### src/rtl/fetch_stage.sv
// Instruction-fetch front end: PC, one-outstanding imem fetch FSM and IF/ID register.
// Macro FETCH_BUBBLE_HOLD_EN: a bubble clears only if_id_valid and holds if_id_pc/if_id_instr.
module fetch_stage #(
   parameter logic [31:0] RESET_PC  = 32'h0000_0000,
   parameter logic [31:0] NOP_INSTR = 32'h0000_0013
) (
   input  logic        clk,
   input  logic        rst,
   input  logic        pc_write,
   input  logic        if_id_write,
   input  logic        redirect_valid,
   input  logic [31:0] redirect_pc,
   output logic        imem_req,
   output logic [31:0] imem_addr,
   input  logic        imem_rvalid,
   input  logic [31:0] imem_rdata,
   output logic        if_id_valid,
   output logic [31:0] if_id_pc,
   output logic [31:0] if_id_instr
);

   typedef enum logic [1:0] {IDLE, REQ, WAIT, HOLD} state_t;

   state_t      state;
   logic [31:0] pc;
   logic [31:0] hb_pc;
   logic [31:0] hb_instr;
   logic        kill;

   logic        accept;
   logic        bubble;
   logic        ld_fetch;
   logic        ld_hold;
   logic [31:0] target;
   logic [31:0] pc_inc;

   assign accept = pc_write & if_id_write;
   assign target = redirect_pc & 32'hFFFF_FFFC;
   assign pc_inc = pc + 32'd4;

   // IF/ID update selection; a redirect forces a bubble even under stall
   always_comb begin
      bubble   = 1'b0;
      ld_fetch = 1'b0;
      ld_hold  = 1'b0;
      if (redirect_valid) begin
         bubble = 1'b1;
      end else begin
         case (state)
            WAIT: begin
               if (!imem_rvalid || kill) bubble   = if_id_write;
               else                      ld_fetch = accept;
            end
            HOLD:    ld_hold = accept;
            default: ;
         endcase
      end
   end

   // Fetch FSM; imem_req is registered, so it is raised on every entry into REQ
   always_ff @(posedge clk) begin
      if (rst) begin
         state     <= IDLE;
         pc        <= RESET_PC;
         kill      <= 1'b0;
         hb_pc     <= '0;
         hb_instr  <= NOP_INSTR;
         imem_req  <= 1'b0;
         imem_addr <= RESET_PC;
      end else begin
         imem_req <= 1'b0;
         if (redirect_valid) begin
            pc <= target;
            if (state == REQ || (state == WAIT && !imem_rvalid)) begin
               kill  <= 1'b1;
               state <= WAIT;
            end else begin
               kill      <= 1'b0;
               state     <= REQ;
               imem_req  <= 1'b1;
               imem_addr <= target;
            end
         end else begin
            case (state)
               IDLE: begin
                  state     <= REQ;
                  imem_req  <= 1'b1;
                  imem_addr <= pc;
               end
               REQ: state <= WAIT;
               WAIT: begin
                  if (imem_rvalid) begin
                     if (kill) begin
                        kill      <= 1'b0;
                        state     <= REQ;
                        imem_req  <= 1'b1;
                        imem_addr <= pc;
                     end else if (accept) begin
                        pc        <= pc_inc;
                        state     <= REQ;
                        imem_req  <= 1'b1;
                        imem_addr <= pc_inc;
                     end else begin
                        hb_pc    <= pc;
                        hb_instr <= imem_rdata;
                        state    <= HOLD;
                     end
                  end
               end
               HOLD: begin
                  if (accept) begin
                     pc        <= pc_inc;
                     state     <= REQ;
                     imem_req  <= 1'b1;
                     imem_addr <= pc_inc;
                  end
               end
            endcase
         end
      end
   end

   // IF/ID pipeline register
   always_ff @(posedge clk) begin
      if (rst) begin
         if_id_valid <= 1'b0;
         if_id_pc    <= '0;
         if_id_instr <= NOP_INSTR;
      end else if (bubble) begin
         if_id_valid <= 1'b0;
`ifdef FETCH_BUBBLE_HOLD_EN
         if_id_pc    <= if_id_pc;
         if_id_instr <= if_id_instr;
`else
         if_id_pc    <= '0;
         if_id_instr <= NOP_INSTR;
`endif
      end else if (ld_fetch) begin
         if_id_valid <= 1'b1;
         if_id_pc    <= pc;
         if_id_instr <= imem_rdata;
      end else if (ld_hold) begin
         if_id_valid <= 1'b1;
         if_id_pc    <= hb_pc;
         if_id_instr <= hb_instr;
      end
   end

endmodule

### config.mk
export PLATFORM = sky130hd
export DESIGN_NAME = fetch_stage
export DESIGN_NICKNAME = d
export VERILOG_FILES = /design/src/rtl/fetch_stage.sv
export SDC_FILE = /design/constraint.sdc
export NUM_CORES = 1
export LEC_CHECK = 0
export CORE_ASPECT_RATIO = 0.75
export CORE_MARGIN = 1.5
export CORE_UTILIZATION = 48
export DETAILED_ROUTE_END_ITERATION = 10
export PLACE_DENSITY = 0.78
export SYNTH_ARGS = -nofsm -noshare
export SYNTH_HDL_FRONTEND = slang
export SYNTH_SLANG_ARGS = --single-unit
### constraint.sdc
create_clock -name clk -period 2 [get_ports clk]
set_input_delay 0.2 -clock clk [delete_from_list [all_inputs] [get_ports clk]]
set_output_delay 0.2 -clock clk [all_outputs]
set_load 0.02 [all_outputs]
==> impl_metrics.toml <==
[cts]
clock_sinks = 191
cts_tree = "built"
h-tree-depth = 4
clk_pin_slew_ps = 70
ctsLongestPathBuffers = 2
cts_buffers = 17
insertion_delay_ps = 430
cts-root-buf = "clkbuf_16"

[die]
dieArea_um2 = 20500
io_pins = 168
core_um2 = 19300
die_w_um = 165
fp-row-count = 44
start_util = 0.489
die_y_um = 124

[layout]
drive_above_1_share = 0.197
seq_area_um2 = 3830
nNetsFinal = 1499
final_cells = 1691
num_antenna_cells = 0
fin_util = 0.688
multi_input_area_um2 = 5360
syn_to_final_growth_pct = 40.7
nFillCells = 1518

[power]
switchingPower_mw = 2.71
finalPower_mw = 9.21
clkPwrFrac = 0.354
irDropWorstVdd_mv = 0.583
combPwrFrac = 0.201
powerDensity_nw_per_um2 = 693
p_int_mw = 6.50
swShare = 0.294
seqPwrFrac = 0.445
p_leak_nw = 4.70

[synth]
syn_inst = 1211
avgSynthCellArea_um2 = 7.80
yosysTopAreaCell = "dfxtp_1"
yosys_warnings = 0
async_reset_ff_frac = 0
yosysMostFrequentCell = "nand2_1"
synth_cell_types = 73
yosysSeqAreaShare = 0.405
synthTopCellsByArea = "dfxtp_1 40%, nand2_1 9.3%, a311oi_1 5.9%"
synth_common_cells = "234 x nand2_1, 191 x dfxtp_1, 108 x nor2_1"
synth_edf_count = 0
synth-seq-cells = 191
synth_top_area_share = 0.405
yosys_most_used_dff = "dfxtp_1"
netlist_area_um2 = 9450

[critical_path]
reg2reg_from = "state[1]"
crit_type = "flop to flop"
cp-end-kind = "flop"
crit_fanout = 4
cp_cell_sequence = "buf_4 > inv_1 > ha_1 > buf_4 > a211oi_4 > nor2_2 > a2111oi_0 > a211oi_1"
rr_endpoint = "imem_addr[31]"
critPathMostFrequentCell = "buf_4"
reg2reg_slack_ps = -80
ff2ff_path_depth = 8
critPathArrivalTime_ps = 2370
cpPeakStageDelay_ps = 540
startpoint_type = "flop"
cp.required_ps = 2290
crit_slowest_cell = "a2111oi_0"

[run_status]
failed_checks = "negative setup slack"
status = "finished, violations left"

[route]
route.detailed.drc = 0
ant_nets = 0
routedWlPerCell_um = 20.0
via_per_inst = 6.21
num_vias = 10500
wl_mm = 33.8
drt_pass1_iterations = 8
drt_iter0_drc = 1257

[timing]
worstMarginPinSlew_ps = 589
setup_viol = 8
fin_skew_ps = 9.45
timing.final.crit_share = 1.04
max_slew_margin = 0.607
drv_slew = 0
fmax_mhz = 480
final_hold_viol_count = 0
period_needed_ps = 2080
setup_tns_ps = -336
rsz0062_at_grt = "yes"
fin_ws_ps = -83.6

[min_path]
min_to = "hb_pc[14]"
min_from = "rst"
hold_class = "primary input to flop"
holdPathStages = 2

[global_route]
overflow = 0
grt_first_pass_wirelength_mm = 50.7
grt_pass1_vias = 9584
grtUsageTotal = 0.309
antenna_found_initial = 0
grt_max_degree = 64

[placed_design]
dp_cells = 1648
hpwl_mm = 21.5
dp_slack_ps = -329
io_buffer_count = 163
gp_congestion = 0.943

[run]
drv_cap = 0
layer usage:
metal,routed length (um),track usage
met1,14100,0.435
met2,15300,0.466
met3,3220,0.0573
met4,1170,0.119
met5,0,0
how the worst max path moves through the flow:
stage	startpoint	to	slack, ps
global placement	pc_write	imem_addr[27]	-280
CTS	state[0]	imem_addr[25]	-20
detailed placement	pc_write	imem_addr[27]	-330
floorplan	pc[3]	imem_addr[26]	-90
global route	state[1]	imem_addr[31]	-130
finish	state[1]	imem_addr[31]	-80
state kept, by name, summed over array words and instances, names as in the netlist:
register and cells:
imem_addr 32, hb_instr 32, pc 30, imem_req 1, kill 1, state 2
if_id_pc 30, if_id_instr 32, if_id_valid 1, hb_pc 30
stage by stage:
step	area, um2	hold WS [ps]
after floorplan	9500	324
after global placement	12100	442
after detailed placement	12100	447
after CTS	12800	172
after global routing	13300	195
final	13300	203
final cells by class:
| cell class | count | share of cell area |
|---|---|---|
| flip-flops and latches | 191 | 0.288 |
| repair buffers | 324 | 0.240 |
| clock inverters | 11 | 0.00602 |
| multi-input cells | 878 | 0.403 |
| well taps | 253 | 0.0238 |
| inverters | 13 | 0.00367 |
| clock buffers | 21 | 0.0354 |
cell families (layout without fill, tap and decap cells):
family,after synthesis,count (layout),synth area share
and+or+nand+nor,527,527,0.253
AOI/OAI and AO/OA,307,307,0.227
DFF,191,191,0.405
buffers and inverters,143,369,0.0734
xor gates and xnor gates,32,32,0.0297
muxes,6,6,0.00662
adders and majority gates,4,4,0.00530
other,1,2,0.000397
power by group through the flow:
| stage | Clock [mW] | Sequential (mW) | Combinational [mW] |
|---|---|---|---|
| 2_1_floorplan | 0 | 4.23 | 0.765 |
| 3_3_place_gp | 0 | 4.17 | 1.63 |
| 3_5_place_dp | 0 | 4.17 | 1.65 |
| 4_1_cts | 3.28 | 4.09 | 1.71 |
| 5_1_grt | 3.43 | 4.11 | 1.94 |
| 6_report | 3.26 | 4.10 | 1.85 |
cell usage in the layout, fill, tap and decap left out, types with 21 or more instances in the layout:
cell type / instances
a21oi_1: 86
dfxtp_1: 184
clkdlybuf4s50_1: 161
clkbuf_16: 21
nand3_1: 82
nor2_1: 102
a211oi_1: 23
xnor2_1: 25
o21ai_0: 37
a311oi_1: 63
buf_4: 130
nand2_1: 230
timing repair:
action,in CTS,in global routing
hold endpoints to repair,0,0
setup endpoints to repair,33,125
resized for setup,18,83
hold buffers,0,0
pin swaps,4,29
cloned,0,5
buffers inserted,4,4
worst max-delay path: cells and delay by family, from the launching register on:
family	cells	cell delay, ps
AOI/OAI and AO/OA	3	940
DFF	1	370
buffers and inverters	3	340
adders and majority gates	1	200
and+or+nand+nor	1	90
No activity file was read; power rests on OpenSTA's default activity.
